File: config.mk
export PLATFORM = sky130hd
export DESIGN_NAME = stock_manager_flat
export DESIGN_NICKNAME = d
export VERILOG_FILES = /design/src/rtl/stock_manager_pkg.sv /design/src/rtl/stock_manager_if.sv /design/src/rtl/stock_manager_slot.sv /design/src/rtl/stock_manager.sv /design/src/flat_wrapper.sv
export SDC_FILE = /design/constraint.sdc
export NUM_CORES = 1
export LEC_CHECK = 0
export BUFFER_PORTS_ARGS = -buffer_cell sky130_fd_sc_hd__buf_2
export CAP_MARGIN = 30
export CORE_MARGIN = 2
export CORE_UTILIZATION = 35
export DETAILED_ROUTE_END_ITERATION = 16
export PLACE_DENSITY = 0.65
export SLEW_MARGIN = 15
export SYNTH_ARGS = -nofsm -noshare
export SYNTH_HDL_FRONTEND = slang
export SYNTH_SLANG_ARGS = --single-unit
File: constraint.sdc
create_clock -name clk -period 2.8 [get_ports clk]
set_input_delay 0.84 -clock clk [delete_from_list [all_inputs] [get_ports clk]]
set_output_delay 0.84 -clock clk [all_outputs]
set_load 0.01 [all_outputs]
File: src/rtl/stock_manager_pkg.sv
`default_nettype none
// ============================================================================
// Module : stock_manager_pkg
// Brief  : Item codes, prices, slot index and restock FSM types, code decoder.
// Rev    : 1.0  initial release
// ============================================================================
package stock_manager_pkg;

    localparam logic [7:0] CODE_A2 = 8'hA2;
    localparam logic [7:0] CODE_B3 = 8'hB3;
    localparam logic [7:0] CODE_D5 = 8'hD5;
    localparam logic [7:0] CODE_E8 = 8'hE8;

    localparam logic [7:0] PRICE_PC = 8'd25;
    localparam logic [7:0] PRICE_CB = 8'd35;
    localparam logic [7:0] PRICE_S  = 8'd45;
    localparam logic [7:0] PRICE_C  = 8'd30;

    localparam int NUM_ITEMS = 4;

    typedef enum logic [1:0] {
        IDX_PC = 2'd0,
        IDX_CB = 2'd1,
        IDX_S  = 2'd2,
        IDX_C  = 2'd3
    } item_idx_t;

    typedef enum logic [1:0] {
        R_IDLE  = 2'd0,
        R_APPLY = 2'd1,
        R_ACK   = 2'd2,
        R_WAIT  = 2'd3
    } r_state_t;

    typedef struct packed {
        logic      valid;
        item_idx_t idx;
    } item_dec_t;

    function automatic item_dec_t decode_item(input logic [7:0] code);
        item_dec_t d;
        d.valid = 1'b1;
        d.idx   = IDX_PC;
        case (code)
            CODE_A2: d.idx = IDX_PC;
            CODE_B3: d.idx = IDX_CB;
            CODE_D5: d.idx = IDX_S;
            CODE_E8: d.idx = IDX_C;
            default: d.valid = 1'b0;
        endcase
        return d;
    endfunction

endpackage
`default_nettype wire

File: src/rtl/stock_manager_if.sv
`default_nettype none
// ============================================================================
// Module : stock_manager_if
// Brief  : Vend/restock bus between vending FSM, operator and stock_manager.
//          SALES_COUNT_EN adds the sales_total signal.
// Rev    : 1.0  initial release
// ============================================================================
interface stock_manager_if #(
    parameter int CNT_W = 3
);
    logic [7:0]       item_code;
    logic             decrement;
    logic             restock_req;
    logic [7:0]       restock_code;
    logic [CNT_W-1:0] restock_qty;
    logic             restock_ack;
    logic [CNT_W-1:0] cs_pc;
    logic [CNT_W-1:0] cs_cb;
    logic [CNT_W-1:0] cs_s;
    logic [CNT_W-1:0] cs_c;
    logic [3:0]       low_stock;
    logic             err;
`ifdef SALES_COUNT_EN
    logic [7:0]       sales_total;
`endif

    modport master (
        output item_code, decrement, restock_req, restock_code, restock_qty,
`ifdef SALES_COUNT_EN
        input  sales_total,
`endif
        input  restock_ack, cs_pc, cs_cb, cs_s, cs_c, low_stock, err
    );

    modport slave (
        input  item_code, decrement, restock_req, restock_code, restock_qty,
`ifdef SALES_COUNT_EN
        output sales_total,
`endif
        output restock_ack, cs_pc, cs_cb, cs_s, cs_c, low_stock, err
    );
endinterface
`default_nettype wire

File: src/rtl/stock_manager_slot.sv
`default_nettype none
// ============================================================================
// Module : stock_slot
// Brief  : One stock counter: floor-at-zero vend, then saturating restock add.
// Rev    : 1.0  initial release
// ============================================================================
module stock_slot #(
    parameter int CNT_W      = 3,
    parameter int MAX_STOCK  = 7,
    parameter int INIT_STOCK = 5
) (
    input  wire logic             clk,
    input  wire logic             reset,
    input  wire logic             dec,
    input  wire logic             add_en,
    input  wire logic [CNT_W-1:0] add_qty,
    output logic      [CNT_W-1:0] count,
    output logic                  underflow
);
    logic [CNT_W-1:0] after_dec;
    logic [CNT_W:0]   sum;
    logic [CNT_W-1:0] next_count;

    // A vend on an empty slot is dropped before any restock is added.
    always_comb begin
        underflow  = dec && (count == '0);
        after_dec  = (dec && (count != '0)) ? count - CNT_W'(1) : count;
        sum        = {1'b0, after_dec} + (add_en ? {1'b0, add_qty} : '0);
        next_count = (sum > (CNT_W+1)'(MAX_STOCK)) ? CNT_W'(MAX_STOCK) : sum[CNT_W-1:0];
    end

    always_ff @(posedge clk or negedge reset) begin
        if (!reset) begin
            count <= CNT_W'(INIT_STOCK);
        end else begin
            count <= next_count;
        end
    end
endmodule
`default_nettype wire

File: src/rtl/stock_manager.sv
`default_nettype none
// ============================================================================
// Module : stock_manager
// Brief  : Four-slot inventory with vend edge detect, restock handshake FSM,
//          sticky error. SALES_COUNT_EN adds per-slot sold counters/sales_total.
// Rev    : 1.0  initial release
// ============================================================================
module stock_manager
    import stock_manager_pkg::*;
#(
    parameter int CNT_W      = 3,
    parameter int MAX_STOCK  = 7,
    parameter int INIT_STOCK = 5,
    parameter int LOW_THRESH = 1
) (
    input  wire logic    clk,
    input  wire logic    reset,
    stock_manager_if.slave bus
);
    logic                   dec_q;
    logic                   vend_ev;
    item_dec_t              vend_dec;
    item_dec_t              rs_dec;
    r_state_t               state;
    r_state_t               state_nx;
    logic                   latch;
    logic [7:0]             rs_code;
    logic [CNT_W-1:0]       rs_qty;
    logic [NUM_ITEMS-1:0]   slot_dec;
    logic [NUM_ITEMS-1:0]   slot_add;
    logic [NUM_ITEMS-1:0]   slot_uf;
    logic [CNT_W-1:0]       counts [NUM_ITEMS];
    logic                   err_set;
    logic                   err_q;
`ifdef SALES_COUNT_EN
    logic [7:0]             sold [NUM_ITEMS];
`endif

    always_comb begin
        vend_ev  = bus.decrement & ~dec_q;
        vend_dec = decode_item(bus.item_code);
        rs_dec   = decode_item(rs_code);
        slot_dec = '0;
        slot_add = '0;
        for (int i = 0; i < NUM_ITEMS; i++) begin
            slot_dec[i] = vend_ev && vend_dec.valid && (int'(vend_dec.idx) == i);
            slot_add[i] = (state == R_APPLY) && rs_dec.valid && (int'(rs_dec.idx) == i);
        end
        err_set = (vend_ev && !vend_dec.valid) || (|slot_uf)
                || ((state == R_APPLY) && !rs_dec.valid);
    end

    always_comb begin
        state_nx        = state;
        latch           = 1'b0;
        bus.restock_ack = 1'b0;
        case (state)
            R_IDLE: begin
                if (bus.restock_req) begin
                    latch    = 1'b1;
                    state_nx = R_APPLY;
                end
            end
            R_APPLY: state_nx = R_ACK;
            R_ACK: begin
                bus.restock_ack = 1'b1;
                state_nx        = R_WAIT;
            end
            // Requester still holds req after the ack; wait so it is not re-applied.
            R_WAIT: begin
                if (!bus.restock_req) state_nx = R_IDLE;
            end
            default: state_nx = R_IDLE;
        endcase
    end

    always_ff @(posedge clk or negedge reset) begin
        if (!reset) begin
            state   <= R_IDLE;
            dec_q   <= 1'b0;
            rs_code <= '0;
            rs_qty  <= '0;
            err_q   <= 1'b0;
        end else begin
            state <= state_nx;
            dec_q <= bus.decrement;
            if (latch) begin
                rs_code <= bus.restock_code;
                rs_qty  <= bus.restock_qty;
            end
            if (err_set) err_q <= 1'b1;
        end
    end

    for (genvar i = 0; i < NUM_ITEMS; i++) begin : g_slot
        stock_slot #(
            .CNT_W      (CNT_W),
            .MAX_STOCK  (MAX_STOCK),
            .INIT_STOCK (INIT_STOCK)
        ) u_slot (
            .clk       (clk),
            .reset     (reset),
            .dec       (slot_dec[i]),
            .add_en    (slot_add[i]),
            .add_qty   (rs_qty),
            .count     (counts[i]),
            .underflow (slot_uf[i])
        );
`ifdef SALES_COUNT_EN
        always_ff @(posedge clk or negedge reset) begin
            if (!reset) begin
                sold[i] <= '0;
            end else if (slot_dec[i] && !slot_uf[i]) begin
                sold[i] <= sold[i] + 8'd1;
            end
        end
`endif
    end

    always_comb begin
        bus.low_stock = '0;
        for (int i = 0; i < NUM_ITEMS; i++) begin
            bus.low_stock[i] = (counts[i] <= CNT_W'(LOW_THRESH));
        end
    end

    assign bus.cs_pc = counts[0];
    assign bus.cs_cb = counts[1];
    assign bus.cs_s  = counts[2];
    assign bus.cs_c  = counts[3];
    assign bus.err   = err_q;
`ifdef SALES_COUNT_EN
    // Modulo-256 sum of the wrapping per-slot counters equals the wrapping total.
    assign bus.sales_total = sold[0] + sold[1] + sold[2] + sold[3];
`endif
endmodule
`default_nettype wire
File: src/flat_wrapper.sv
// flat-port wrapper written by rule: the top's interface ports become plain ports
module stock_manager_flat import stock_manager_pkg::*;
#(
    parameter int CNT_W      = 3,
    parameter int MAX_STOCK  = 7,
    parameter int INIT_STOCK = 5,
    parameter int LOW_THRESH = 1
)
  (clk, reset, bus_item_code, bus_decrement, bus_restock_req, bus_restock_code, bus_restock_qty, bus_restock_ack, bus_cs_pc, bus_cs_cb, bus_cs_s, bus_cs_c, bus_low_stock, bus_err);
  stock_manager_if #(.CNT_W(CNT_W)) bus_i ();
  input  wire logic clk;
  input  wire logic reset;
  input wire logic [$bits(bus_i.item_code)-1:0] bus_item_code;
  input wire logic [$bits(bus_i.decrement)-1:0] bus_decrement;
  input wire logic [$bits(bus_i.restock_req)-1:0] bus_restock_req;
  input wire logic [$bits(bus_i.restock_code)-1:0] bus_restock_code;
  input wire logic [$bits(bus_i.restock_qty)-1:0] bus_restock_qty;
  output wire logic [$bits(bus_i.restock_ack)-1:0] bus_restock_ack;
  output wire logic [$bits(bus_i.cs_pc)-1:0] bus_cs_pc;
  output wire logic [$bits(bus_i.cs_cb)-1:0] bus_cs_cb;
  output wire logic [$bits(bus_i.cs_s)-1:0] bus_cs_s;
  output wire logic [$bits(bus_i.cs_c)-1:0] bus_cs_c;
  output wire logic [$bits(bus_i.low_stock)-1:0] bus_low_stock;
  output wire logic [$bits(bus_i.err)-1:0] bus_err;
  assign bus_i.item_code = bus_item_code;
  assign bus_i.decrement = bus_decrement;
  assign bus_i.restock_req = bus_restock_req;
  assign bus_i.restock_code = bus_restock_code;
  assign bus_i.restock_qty = bus_restock_qty;
  assign bus_restock_ack = bus_i.restock_ack;
  assign bus_cs_pc = bus_i.cs_pc;
  assign bus_cs_cb = bus_i.cs_cb;
  assign bus_cs_s = bus_i.cs_s;
  assign bus_cs_c = bus_i.cs_c;
  assign bus_low_stock = bus_i.low_stock;
  assign bus_err = bus_i.err;
  stock_manager #(.CNT_W(CNT_W), .MAX_STOCK(MAX_STOCK), .INIT_STOCK(INIT_STOCK), .LOW_THRESH(LOW_THRESH)) u_core (.clk(clk), .reset(reset), .bus(bus_i));
endmodule
== Word-level counts from Yosys, hierarchy flattened ==
Index checks and enable logic that the tools add are counted.

* Flip-flop bits (word level): 27

* Magnitude comparators: 8
* Add/subtract/negate cells: 8
* Bitwise gates (word level): 2
* Muxes and demuxes: 22
* Equal/unequal tests: 19
* Reductions and logical operators: 39

{| class="wikitable"
|+ Operator list
! kind !! number
|-
| 8-bit == test (second input constant) || 8
|-
| 3-bit two-way mux || 12
|-
| 1-bit logical AND || 20
|-
| 3-bit by 3-bit adder with 4-bit output || 4
|-
| 4-bit by 3-bit > comparator with 1-bit output (second input constant) || 4
|-
| 2-bit == test (second input constant) || 6
|-
| 3-bit by 1-bit <= comparator with 1-bit output (second input constant) || 4
|-
| 3-bit zero test || 4
|-
| 2-bit one-hot mux with 3 select lines || 2
|-
| 3-bit nonzero test || 4
|-
| 4-bit OR reduction || 3
|-
| 3-bit by 1-bit subtractor with 3-bit output (second input constant) || 4
|-
| 2-bit one-hot mux with 4 select lines || 1
|-
| 2-bit by 1-bit == test with 1-bit output (second input constant) || 3
|-
| 2-bit zero test || 3
|-
| 1-bit two-way mux || 5
|-
| 2-bit two-way mux || 2
|-
| 2-bit inequality test (second input constant) || 2
|-
| 1-bit zero test || 2
|-
| 1-bit logical OR || 2
|-
| 2-bit AND reduction || 1
|-
| 1-bit AND || 1
|-
| 1-bit NOT || 1
|}

== Logic depth before layout (Yosys ltp) ==
Gate-level depths: netlist (run 1).

* Depth in word-level cells: 10
* Depth in mapped cells: 11
* Depth with buffers taken out: 11

== By module ==
Synthesis (run 1) repeated with hierarchy kept, for this count alone.

* Cells, all modules: 203
* Area total of the unflattened synthesis: 2,048.2 µm²

{| class="wikitable"
|+ Modules (own cells, without submodules)
! module !! instances !! cells each !! sequential area each (µm²) !! area an instance (µm²)
|-
| stock_slot || 4 || 30 || 77.6 || 289.0
|-
| stock_manager || 1 || 83 || 375.4 || 892.1
|}

== Least setup slack after synthesis (run 1) ==
OpenSTA, ideal clock, no wires.

* Path type: input port to flip-flop
* Start: in bus_item_code[0]
* End: reg u_core.g_slot[3].u_slot.count[2]
* Required time: 2,727 ps
* Path buffers: 0
* Setup slack: 89 ps
* Setup time: 73 ps
* Stages on the path: 9
* Arrival: 2,638 ps
* Path through: or3b_2 -> nor3_1 -> and2_1 -> xnor2_1 -> ha_1 -> fa_1 -> nand2_1 -> nor2_1 -> o21bai_1

* Word-level cells in the longest chain between the ends: 10
* Elaborated cells between the ends (all ways): 15

{| class="wikitable"
|+ Ends and longest elaborated chain
! item !! line !! text
|-
| start, declared || flat_wrapper.sv:13 || <nowiki>input wire logic [$bits(bus_i.item_code)-1:0] bus_item_code;</nowiki>
|-
| 8-bit == test || stock_manager_pkg.sv:44 || <nowiki>case (code)</nowiki>
|-
| 4-bit OR reduction (no line) || - ||
|-
| 1-bit two-way mux || stock_manager_pkg.sv:44 ||
|-
| 1-bit logical AND || stock_manager.sv:46 || <nowiki>slot_dec[i] = vend_ev && vend_dec.valid && (int'(vend_dec.idx) == i);</nowiki>
|-
| 1-bit logical AND * || stock_manager.sv:46 ||
|-
| 1-bit logical AND * || stock_manager_slot.sv:27 || <nowiki>after_dec = (dec && (count != '0)) ? count - CNT_W'(1) : count;</nowiki>
|-
| 3-bit two-way mux * || stock_manager_slot.sv:27 ||
|-
| 3-bit by 3-bit adder with 4-bit output * || stock_manager_slot.sv:28 || <nowiki>sum = {1'b0, after_dec} + (add_en ? {1'b0, add_qty} : '0);</nowiki>
|-
| 4-bit by 3-bit > comparator with 1-bit output || stock_manager_slot.sv:29 || <nowiki>next_count = (sum > (CNT_W+1)'(MAX_STOCK)) ? CNT_W'(MAX_STOCK) : sum[CNT_W-1:0];</nowiki>
|-
| 3-bit two-way mux * || stock_manager_slot.sv:29 ||
|-
| named net u_core.g_slot[3].u_slot.next_count[2] || stock_manager_slot.sv:22 || <nowiki>logic [CNT_W-1:0] next_count;</nowiki>
|-
| end signal, assigned || stock_manager_slot.sv:34 || <nowiki>count <= CNT_W'(INIT_STOCK);</nowiki>
|-
| end signal, assigned || stock_manager_slot.sv:36 || <nowiki>count <= next_count;</nowiki>
|-
| end, declared || stock_manager_slot.sv:17 || <nowiki>output logic [CNT_W-1:0] count,</nowiki>
|}

The timed path passes the listed nets; every way through them passes the cells marked *.
A chain may end at the register's enable or synchronous reset.

== Worst setup path in the final report (run 1) ==
* Start: in bus_item_code[6]
* End: reg u_core.g_slot[0].u_slot.count[2]

* Word-level cells in the longest chain between the ends: 10
* Elaborated cells between the ends (all ways): 15

{| class="wikitable"
|+ Ends and longest elaborated chain
! item !! line
|-
| 8-bit == test || stock_manager_pkg.sv:44
|-
| 4-bit OR reduction (no line) || -
|-
| 1-bit two-way mux || stock_manager_pkg.sv:44
|-
| 1-bit logical AND || stock_manager.sv:46
|-
| 1-bit logical AND * || stock_manager.sv:46
|-
| 1-bit logical AND * || stock_manager_slot.sv:27
|-
| 3-bit two-way mux * || stock_manager_slot.sv:27
|-
| 3-bit by 3-bit adder with 4-bit output * || stock_manager_slot.sv:28
|-
| 4-bit by 3-bit > comparator with 1-bit output || stock_manager_slot.sv:29
|-
| 3-bit two-way mux * || stock_manager_slot.sv:29
|-
| named net u_core.g_slot[0].u_slot.next_count[2] || stock_manager_slot.sv:22
|-
| end signal, assigned || stock_manager_slot.sv:34
|-
| end signal, assigned || stock_manager_slot.sv:36
|-
| end, declared || stock_manager_slot.sv:17
|}

Marks and branches as above.

==> metrics.cfg, run 1 <==
[setup_path]
cp.required_ps = 3010
cp-start-kind = primary input
critical_path_class = primary input to flip-flop
crit_arrival_ps = 2900
cp-end-kind = flip-flop
cp_max_fo = 4

[route]
drc = 0
finalWirelength_um = 4300
wl_per_cell_um = 12.8
vias = 1711
vias_per_cell = 5.09
ant_nets = 0
drtIter0Drc = 60
drtPass1Iterations = 4

[timing]
maxSlewViolCount = 0
skew_ps = 5.68
slew_headroom = 0.579
final.period_utilization = 0.959
tightest_slew_ps = 632
clock.fmax_ghz = 0.372
rsz0062_at_grt = no
hold_violations = 0
period_minus_slack_ps = 2690
holdWs_ps = 515
setup_viol = 0
fin_ws_ps = 113

[clock_network]
numCtsBuffers = 3
post_cts_buffers = 0
clkTransAtPathRegs_ps = 100
cts.sink_count = 27
tritoncts = done
cts-root-buf = clkbuf_8
ctsHoldBuffers = 0
clock_latency_ps = 270
htreeDepth = 1
cts_resized = 0
cts_buffer_depth = 2

[placed_design]
gp_congestion = 0.794
placed_cells = 332
place_hpwl_um = 3460
portBuffers = 40
place_area_um2 = 2430
dp_slack_ps = -142

[finish]
n_antenna_cell = 0
stdcell_count = 336
area_growth_pct = 20.4
finalNetCount = 321
finalInstanceArea_um2 = 2480
drive_above_1_share = 0.299
final_common_cell = buf_2
final_cell_mix = buf_2, ha_1, dfrtp_1

[synth]
synth_seq_area_share = 0.332
yosysWarningCount = 0
syn_avg_cell_area_um2 = 9.82
syn_inst = 210
synth-edff-count = 0
synth_top_flop_cell = dfrtp_1
ys_types = 41
ys_ff_latch = 27
syn_area_um2 = 2060
synth.net_count = 266
async_flop_share = 1.00

[global_routing]
grt_max_degree = 28
grt_use_total = 0.145
grt_pass1_wl_um = 7310
grt_pass1_vias = 1662
antenna_found_initial = 0
gr-total-overflow = 0

[floorplanning]
die_w_um = 80.8
die_h_um = 80.8
initial_utilization = 0.368
num_rows = 27
dieArea_um2 = 6530
ioPinCount = 41
core-area_um2 = 5610

[power]
peakVddDrop_uv = 373
powerDensity_nw_per_um2 = 697
p_leak_nw = 1.23

[job]
max_cap_violations = 0

[min_path]
min_path_type = flip-flop to flip-flop

[status]
status = finished, final reports clean

==> worst paths after layout <==
kind | start | to | slack, ps | depth (start not counted)
max | bus_item_code[6] | u_core.g_slot[0].u_slot.count[2]$_DFF_PN1_ | 110 | 9
min | u_core.rs_qty[1]$_DFFE_PN0P_ | u_core.rs_qty[1]$_DFFE_PN0P_ | 520 | 1
max reg2reg | u_core.g_slot[0].u_slot.count[0]$_DFF_PN1_ | u_core.g_slot[0].u_slot.count[2]$_DFF_PN1_ | 240 | 10
min reg2reg | u_core.rs_qty[1]$_DFFE_PN0P_ | u_core.rs_qty[1]$_DFFE_PN0P_ | 520 | 1
max in group asynchronous | reset | u_core.state[0]$_DFFE_PN0P_ | 1810 | 1
min in group asynchronous | reset | u_core.g_slot[0].u_slot.count[1]$_DFF_PN0_ | 580 | 1
==> area by class of cell <==
cell class	instances	area, um^2
clock buffers	4	45.0
fillers	581	3120
inverters	15	56.3
multi-input cells	167	1320
flip-flops and latches	27	686
well taps	72	90.1
repair buffers	51	283
==> critical path, stage by stage <==
cell and delay [ps]:
buf_2 100, nand4bb_1 280, or4_4 610, xnor2_1 160, ha_1 220, fa_1 440
nand2_1 80, nor2_1 40, o21bai_1 130
==> sequential cells by signal, indices dropped and copies added, names as in the netlist <==
register / flops
u_core.dec_q: 1
u_core.rs_code: 8
u_core.bus.err: 1
u_core.g_slot.u_slot.count: 12
u_core.rs_qty: 3
u_core.state: 2
==> power by group <==
part	internal, W	switching [W]
Combinational	0.000380	0.000416
Clock	0.000102	0.000124
Sequential	0.000566	0.000143
==> synthesized netlist by cell type, drive strengths merged (3+ instances only) <==
library cell / n / area (um^2)
ha: 29 / 363
dfrtp: 19 / 475
nor2: 19 / 73.8
inv: 15 / 56.3
nand2b: 13 / 81.3
nand2: 12 / 45.0
mux2: 11 / 124
a21oi: 10 / 50.1
nor3: 10 / 50.1
dfstp: 8 / 210
xnor2: 7 / 61.3
o21ai: 6 / 30.0
nand3: 5 / 25.0
a21o: 4 / 30.0
fa: 4 / 80.1
nor4: 4 / 25.0
o21bai: 4 / 30.0
mux2i: 3 / 30.0
nor2b: 3 / 18.8
==> logic make-up after synthesis <==
kind of cell / after synthesis / share of synthesized area
multiplexers: 14 / 0.0746
AO/OA/AOI/OAI: 30 / 0.0928
AND/OR/NAND/NOR: 82 / 0.223
adder cells (fa/ha/maj): 33 / 0.215
XOR/XNOR: 8 / 0.0340
buffers and inverters: 16 / 0.0291
flip-flops: 27 / 0.332
==> metrics by stage <==
stage | power (W) | setup TNS, ps | utilization
finish | 0.00173 | 0 | 0.443
global route | 0.00191 | 0 | 0.443
CTS | 0.00176 | 0 | 0.442
detailed placement | 0.00152 | -699 | 0.434
global placement | 0.00149 | -422 | 0.434
floorplan | 0.00125 | 0 | -
==> layer usage <==
layer,up-vias,GRT usage,part of all wire
li1,847,-,-
met1,817,0.190,0.49
met2,45,0.249,0.46
met3,2,0.0244,0.044
met4,0,0.0356,0.0081
met5,-,0,0
Note: power is estimated with default switching activity, not from simulation.
==> run 2: changes to the inputs <==
--- a/config.mk
+++ b/config.mk
@@ -5,12 +5,13 @@
 export SDC_FILE = /design/constraint.sdc
 export NUM_CORES = 1
 export LEC_CHECK = 0
+export ABC_AREA = 1
 export BUFFER_PORTS_ARGS = -buffer_cell sky130_fd_sc_hd__buf_2
 export CAP_MARGIN = 30
 export CORE_MARGIN = 2
 export CORE_UTILIZATION = 35
 export DETAILED_ROUTE_END_ITERATION = 16
-export PLACE_DENSITY = 0.65
+export PLACE_DENSITY = 0.64
 export SLEW_MARGIN = 15
 export SYNTH_ARGS = -nofsm -noshare
 export SYNTH_HDL_FRONTEND = slang
==> run 2 against run 1 <==
Against the previous run: cell area rose by 7.8%; critical path depth rose by 3; register-to-register slack gained 260 ps; combinational power shrank 27%; clock skew about the same; synthesized cell count up 55%; critical endpoint unchanged; sequential share of layout area fell by 2.0 points; critical path type unchanged; non-clock buffer count shrank 9; hold slack better by 28 ps; wire length grew 9.0%; via count up 20%; cell count rose by 33%.
==> metrics.cfg, run 2 <==
[synth]
synth_commonest_cells = nand2_1, nor2_1, inv_1  ; was ha_1, dfrtp_1, nor2_1
ys_top_cells_by_area = dfrtp_1, ha_1, nand2_1  ; was dfrtp_1, ha_1, dfstp_2
synth_top_flop_cell = dfrtp_1  ; unchanged
synth_seq_area_share = 0.294  ; was 0.332
ys_types = 27  ; was 41
synth.most_common_cell = nand2_1  ; was ha_1
ys_ff_latch = 27  ; unchanged
syn_avg_cell_area_um2 = 7.14  ; was 9.82 um^2
yosysTopAreaCellShare = 0.204  ; was 0.230
synth-edff-count = 0  ; unchanged
syn_inst = 326  ; was 210
yosysWarningCount = 0  ; unchanged
synth.net_count = 382  ; was 266
synth_top_area_cell = dfrtp_1  ; unchanged
async_flop_share = 1.00  ; unchanged
syn_area_um2 = 2330  ; was 2060 um^2

[power]
swShare = 0.401  ; was 0.395
power.internal_w = 0.000848  ; was 0.00105 W
p_leak_nw = 1.57  ; was 1.23 nW
power_frac_clock = 0.159  ; was 0.131
switching_power_w = 0.000567  ; was 0.000683 W
p_seq_frac = 0.431  ; was 0.410
p_comb_frac = 0.409  ; was 0.460
powerDensity_nw_per_um2 = 529  ; was 697 nW/um^2
peakVddDrop_uv = 374  ; was 373 uV

[clock_network]
htreeDepth = 1  ; unchanged
cts_resized = 0  ; unchanged
clock_latency_ps = 280  ; was 270 ps
numCtsBuffers = 3  ; unchanged
ctsHoldBuffers = 0  ; unchanged
cts.sink_count = 27  ; unchanged
post_cts_buffers = 0  ; unchanged
cts-root-buf = clkbuf_8  ; unchanged
clkTransAtPathRegs_ps = 90  ; was 100 ps
tritoncts = done  ; unchanged
cts_buffer_depth = 2  ; unchanged

[route]
ant_nets = 0  ; unchanged
vias = 2046  ; was 1711
vias_per_cell = 4.58  ; was 5.09
drtIter0Drc = 50  ; was 60
drtPass1Iterations = 4  ; unchanged
drc = 0  ; unchanged
wl_per_cell_um = 10.5  ; was 12.8 um
finalWirelength_um = 4680  ; was 4300 um

[finish]
drive_above_1_share = 0.195  ; was 0.299
area_growth_pct = 14.9  ; was 20.4%
final_common_cell = nand2_1  ; was buf_2
n_antenna_cell = 0  ; unchanged
largest_reg_flops = 12  ; unchanged
largestRegisters = u_core.g_slot.u_slot.count (12), u_core.rs_code (8), u_core.rs_qty (3)  ; unchanged
finalNetCount = 427  ; was 321
largest-register = u_core.g_slot.u_slot.count  ; unchanged
utilization = 0.419  ; was 0.443
final_cell_mix = nand2_1, nor2_1, inv_1  ; was buf_2, ha_1, dfrtp_1

[global_routing]
grt_pass1_wl_um = 7820  ; was 7310 um
antenna_found_initial = 0  ; unchanged
grt_use_met2 = 0.235  ; was 0.249
grt_util_met3 = 0.0154  ; was 0.0244
gr-total-overflow = 0  ; unchanged
top_usage_layer = met2  ; unchanged
grt_use_total = 0.129  ; was 0.145
grt_max_degree = 28  ; unchanged
grt_pass1_vias = 1905  ; was 1662
use_met1 = 0.163  ; was 0.190

[setup_path]
path_common_cell = nand2_1
cp_max_fo = 4  ; unchanged
cp-start-kind = primary input  ; unchanged
crit_buf_inv = 2  ; was 1
crit_family = simple AND/OR/NAND/NOR gates  ; unchanged
cp_cell_sequence = buf_2 > nor2_1 > nand2_1 > nor2_2 > nand2_1 > clkinv_1 > nand3_2 > xor2_1 > ha_1 > fa_1 > xnor2_1 > nand2_1  ; was buf_2 > nand4bb_1 > or4_4 > xnor2_1 > ha_1 > fa_1 > nand2_1 > nor2_1 > o21bai_1
cp.required_ps = 3000  ; was 3010 ps
critical_path_class = primary input to flip-flop  ; unchanged
slowest_delay_ps = 430  ; was 610 ps
cp_slowest_cell = fa_1  ; was or4_4
cp-end-kind = flip-flop  ; unchanged
crit_arrival_ps = 2710  ; was 2900 ps

[timing]
slew_headroom = 0.591  ; was 0.579
final.period_utilization = 0.897  ; was 0.959
clock.fmax_ghz = 0.398  ; was 0.372 GHz
tightest_slew_ps = 614  ; was 632 ps
maxSlewViolCount = 0  ; unchanged
rsz0062_at_grt = no  ; unchanged
skew_ps = 6.06  ; was 5.68 ps
fin_tns_setup_ps = 0  ; unchanged
period_minus_slack_ps = 2510  ; was 2690 ps
setup_viol = 0  ; unchanged
hold_violations = 0  ; unchanged

[min_path]
min_path_type = flip-flop to flip-flop  ; unchanged

[placed_design]
gp_congestion = 0.848  ; was 0.794
portBuffers = 40  ; unchanged
place_hpwl_um = 3850  ; was 3460 um

[floorplanning]
dieArea_um2 = 7320  ; was 6530 um^2
core-area_um2 = 6390  ; was 5610 um^2
ioPinCount = 41  ; unchanged
die_h_um = 85.6  ; was 80.8 um
num_rows = 29  ; was 27
die_w_um = 85.6  ; was 80.8 um
initial_utilization = 0.365  ; was 0.368

[status]
status = finished, final reports clean  ; unchanged

[job]
max_cap_violations = 0  ; unchanged

==> run 2: cell count changes after synthesis, sizes merged, moves of 4 or more <==
cell,change
nand2,+68
nor2,+49
inv,+39
nand2b,-13
nand3,+9
a21oi,+8
mux2,-8
nor3,-7
nand4,+4
nor4,-4
==> run 2: logic make-up (layout without fill, tap and decap cells) <==
logic type                 count (synthesis)  count (layout)  share of synthesized area
muxes                                      3               3                     0.0145
DFF                                       27              27                      0.294
and+or+nand+nor                          170             170                      0.313
buffers and inverters                     57             101                     0.0924
AOI/OAI and AO/OA                         28              28                     0.0656
xor gates and xnor gates                   8               8                     0.0301
adders and majority gates                 33              33                      0.190
==> run 2: area by class of cell <==
cell class | count | area (um^2)
Fill cell | 653 | 3710
Multi-Input combinational cell | 242 | 1430
Sequential cell | 27 | 686
Timing Repair Buffer | 42 | 215
Inverter | 55 | 206
Tap cell | 77 | 96.3
Clock buffer | 4 | 45.0
==> run 2: layer usage <==
metal,routed length [um],vias to the layer above
met3,180,5
met5,0,-
li1,-,1089
met2,2230,37
met4,46,0
met1,2220,915
==> run 2: power by group through the flow <==
stage / sequential, W / clock (W) / combinational (W)
2_1_floorplan: 0.000613 / 0 / 0.000410
3_3_place_gp: 0.000614 / 0 / 0.000570
3_5_place_dp: 0.000618 / 0 / 0.000581
4_1_cts: 0.000611 / 0.000230 / 0.000587
5_1_grt: 0.000626 / 0.000245 / 0.000675
6_report: 0.000610 / 0.000226 / 0.000579
==> run 2: final timing paths <==
kind                                                       startpoint                                         end  slack (ps)  depth (start not counted)
max in group asynchronous                                       reset                  u_core.bus.err$_DFFE_PN0P_        1830                          1
min in group asynchronous                                       reset               u_core.rs_code[3]$_DFFE_PN0P_         570                          1
min                                     u_core.rs_code[7]$_DFFE_PN0P_               u_core.rs_code[7]$_DFFE_PN0P_         540                          1
max reg2reg                u_core.g_slot[2].u_slot.count[0]$_DFF_PN1_  u_core.g_slot[2].u_slot.count[2]$_DFF_PN1_         500                         12
max                                                  bus_item_code[2]  u_core.g_slot[0].u_slot.count[2]$_DFF_PN1_         290                         12
min reg2reg                             u_core.rs_code[7]$_DFFE_PN0P_               u_core.rs_code[7]$_DFFE_PN0P_         540                          1
==> run 2: through the flow <==
step                power [W]  setup WS (ps)  cells  area, um^2  hold slack, ps
global route          0.00155            143    447        2680             578
floorplan             0.00102            325    326        2330             502
CTS                   0.00143            290    447        2680             549
detailed placement    0.00120         -0.552    443        2630             528
finish                0.00141            288    447        2680             544
global placement      0.00118           11.3    443        2630             521
==> run 3: changes to the inputs <==
--- a/config.mk
+++ b/config.mk
@@ -6,12 +6,12 @@
 export NUM_CORES = 1
 export LEC_CHECK = 0
 export ABC_AREA = 1
-export BUFFER_PORTS_ARGS = -buffer_cell sky130_fd_sc_hd__buf_2
 export CAP_MARGIN = 30
 export CORE_MARGIN = 2
 export CORE_UTILIZATION = 35
 export DETAILED_ROUTE_END_ITERATION = 16
-export PLACE_DENSITY = 0.64
+export DONT_BUFFER_PORTS = 1
+export PLACE_DENSITY = 0.59
 export SLEW_MARGIN = 15
 export SYNTH_ARGS = -nofsm -noshare
 export SYNTH_HDL_FRONTEND = slang
==> run 3 against run 2 <==
Against the previous run: clock skew is 1.0 ps lower; critical path type is now flip-flop to flip-flop; maximum frequency is 7.0% higher; cell count is 9.2% lower; via count is 5.7% lower; power is 4.7% lower; hold slack worse by 290 ps; critical path depth is 1 lower; highest routed layer unchanged; worst setup slack better by 160 ps; non-clock buffer count is 41 lower; die area stayed put; sequential cell count stayed put; cell area is 7.8% lower.
==> metrics.cfg, run 3 (synthesized netlist as in run 2, its figures left out) <==
[global_routing]
gr-total-overflow = 0  ; unchanged
grt_max_degree = 28  ; unchanged
grt_use_total = 0.133  ; was 0.129
antenna_found_initial = 0  ; unchanged
grt_pass1_wl_um = 8140  ; was 7820 um
grt_pass1_vias = 1909  ; was 1905

[floorplanning]
core-area_um2 = 6390  ; unchanged
num_rows = 29  ; unchanged
die_h_um = 85.6  ; unchanged
ioPinCount = 41  ; unchanged
initial_utilization = 0.365  ; unchanged
die_w_um = 85.6  ; unchanged
dieArea_um2 = 7320  ; unchanged

[placed_design]
place_hpwl_um = 3820  ; was 3850 um
gp_congestion = 0.835  ; was 0.848
dp_slack_ps = 144  ; was -0.552 ps
portBuffers = 0  ; was 40

[clock_network]
numCtsBuffers = 3  ; unchanged
htreeDepth = 1  ; unchanged
clock_latency_ps = 270  ; was 280 ps
cts.sink_count = 27  ; unchanged
cts_resized = 0  ; unchanged
clkTransAtPathRegs_ps = 90  ; about the same
cts-root-buf = clkbuf_8  ; unchanged
tritoncts = done  ; unchanged
cts_buffer_depth = 2  ; unchanged
ctsHoldBuffers = 0  ; unchanged
post_cts_buffers = 0  ; unchanged

[finish]
final_cell_mix = nand2_1, nor2_1, inv_1  ; unchanged
final_common_cell = nand2_1  ; unchanged
area_growth_pct = 6.02  ; was 14.9%
drive_above_1_share = 0.0942  ; was 0.195
n_antenna_cell = 0  ; unchanged
utilization = 0.387  ; was 0.419
finalNetCount = 386  ; was 427
largest-register = u_core.g_slot.u_slot.count  ; unchanged
largest_reg_flops = 12  ; unchanged
largestRegisters = u_core.g_slot.u_slot.count (12), u_core.rs_code (8), u_core.rs_qty (3)  ; unchanged

[setup_path]
crit_arrival_ps = 2500  ; was 2710 ps
reg2reg_from = u_core.g_slot[3].u_slot.count[0]$_DFF_PN1_  ; was u_core.g_slot[2].u_slot.count[0]$_DFF_PN1_
cp_max_fo = 4  ; unchanged
critical_path_class = flip-flop to flip-flop  ; was primary input to flip-flop
r2r_setup_slack_ps = 450  ; was 500 ps
cp-start-kind = flip-flop  ; was primary input
r2r_cells = 11  ; was 12
cp-end-kind = flip-flop  ; unchanged
reg2reg_to = u_core.g_slot[3].u_slot.count[1]$_DFF_PN0_  ; was u_core.g_slot[2].u_slot.count[2]$_DFF_PN1_
cp.required_ps = 2950  ; was 3000 ps

[timing]
final.period_utilization = 0.838  ; was 0.897
fin_tns_setup_ps = 0  ; unchanged
period_minus_slack_ps = 2350  ; was 2510 ps
slew_headroom = 0.608  ; was 0.591
skew_ps = 5.02  ; was 6.06 ps
tightest_slew_ps = 586  ; was 614 ps
fin_ws_ps = 453  ; was 288 ps
rsz0062_at_grt = no  ; unchanged
setup_viol = 0  ; unchanged
holdWs_ps = 251  ; was 544 ps
maxSlewViolCount = 0  ; unchanged
hold_violations = 0  ; unchanged
clock.fmax_ghz = 0.426  ; was 0.398 GHz

[route]
vias = 1930  ; was 2046
finalWirelength_um = 4630  ; was 4680 um
wl_per_cell_um = 11.4  ; was 10.5 um
vias_per_cell = 4.75  ; was 4.58
ant_nets = 0  ; unchanged
drtPass1Iterations = 4  ; unchanged
drc = 0  ; unchanged
drtIter0Drc = 46  ; was 50

[job]
max_cap_violations = 0  ; unchanged

[min_path]
min_path_type = primary input to asynchronous set/reset pin  ; was flip-flop to flip-flop

[status]
status = finished, final reports clean  ; unchanged

[power]
powerDensity_nw_per_um2 = 546  ; was 529 nW/um^2
p_leak_nw = 1.40  ; was 1.57 nW
power.total_w = 0.00135  ; was 0.00141 W
peakVddDrop_uv = 415  ; was 374 uV

## run 3: cell count changes in the layout (fill, tap and decap cells not counted), sizes merged
cell | before | now
buf | 42 | 1
## run 3: routing by layer
metal / part of all wire / global-route usage
met5: 0 / 0
met4: 0.0039 / 0.0260
met3: 0.048 / 0.0173
met2: 0.49 / 0.235
met1: 0.46 / 0.174
## run 3: worst max path at each step
| stage | end | startpoint | slack, ps |
|---|---|---|---|
| 2_1_floorplan | u_core.g_slot[0].u_slot.count[2]$_DFF_PN1_ | bus_item_code[2] | 320 |
| 3_3_place_gp | u_core.g_slot[0].u_slot.count[2]$_DFF_PN1_ | bus_item_code[2] | 150 |
| 3_5_place_dp | u_core.g_slot[3].u_slot.count[1]$_DFF_PN0_ | bus_item_code[7] | 140 |
| 4_1_cts | u_core.g_slot[3].u_slot.count[1]$_DFF_PN0_ | u_core.g_slot[3].u_slot.count[0]$_DFF_PN1_ | 420 |
| 5_1_grt | u_core.g_slot[1].u_slot.count[1]$_DFF_PN0_ | bus_item_code[2] | 220 |
| 6_report | u_core.g_slot[3].u_slot.count[1]$_DFF_PN0_ | u_core.g_slot[3].u_slot.count[0]$_DFF_PN1_ | 450 |
## run 3: final cells by class
type	instances	area [um^2]
inverter	55	206
clock buffer	4	45.0
sequential	27	686
multi-input combinational	242	1430
timing repair buffer	1	7.51
tap	77	96.3
fill	686	3920
## run 3: report_power, final
group          internal [W]  switching, W  total, W
Combinational      0.000179      0.000319  0.000498
Clock              0.000102      0.000121  0.000223
Sequential         0.000527     0.0000994  0.000626
Total              0.000808      0.000540   0.00135
## run 3: worst max-delay path, stage by stage, from the launching register on
cell and delay [ps]:
dfstp_2 600, inv_1 90, ha_1 190, inv_1 50, nor2_1 60, nor2_2 220
nor2_1 60, a21oi_1 220, ha_1 280, a21o_1 170, a21oi_1 210, nand2_1 80
## run 3: through the flow
| step | instances | instance area [um^2] |
|---|---|---|
| after floorplan | 326 | 2330 |
| after global placement | 402 | 2420 |
| after detailed placement | 402 | 2420 |
| after CTS | 406 | 2470 |
| after global routing | 406 | 2470 |
| final | 406 | 2470 |
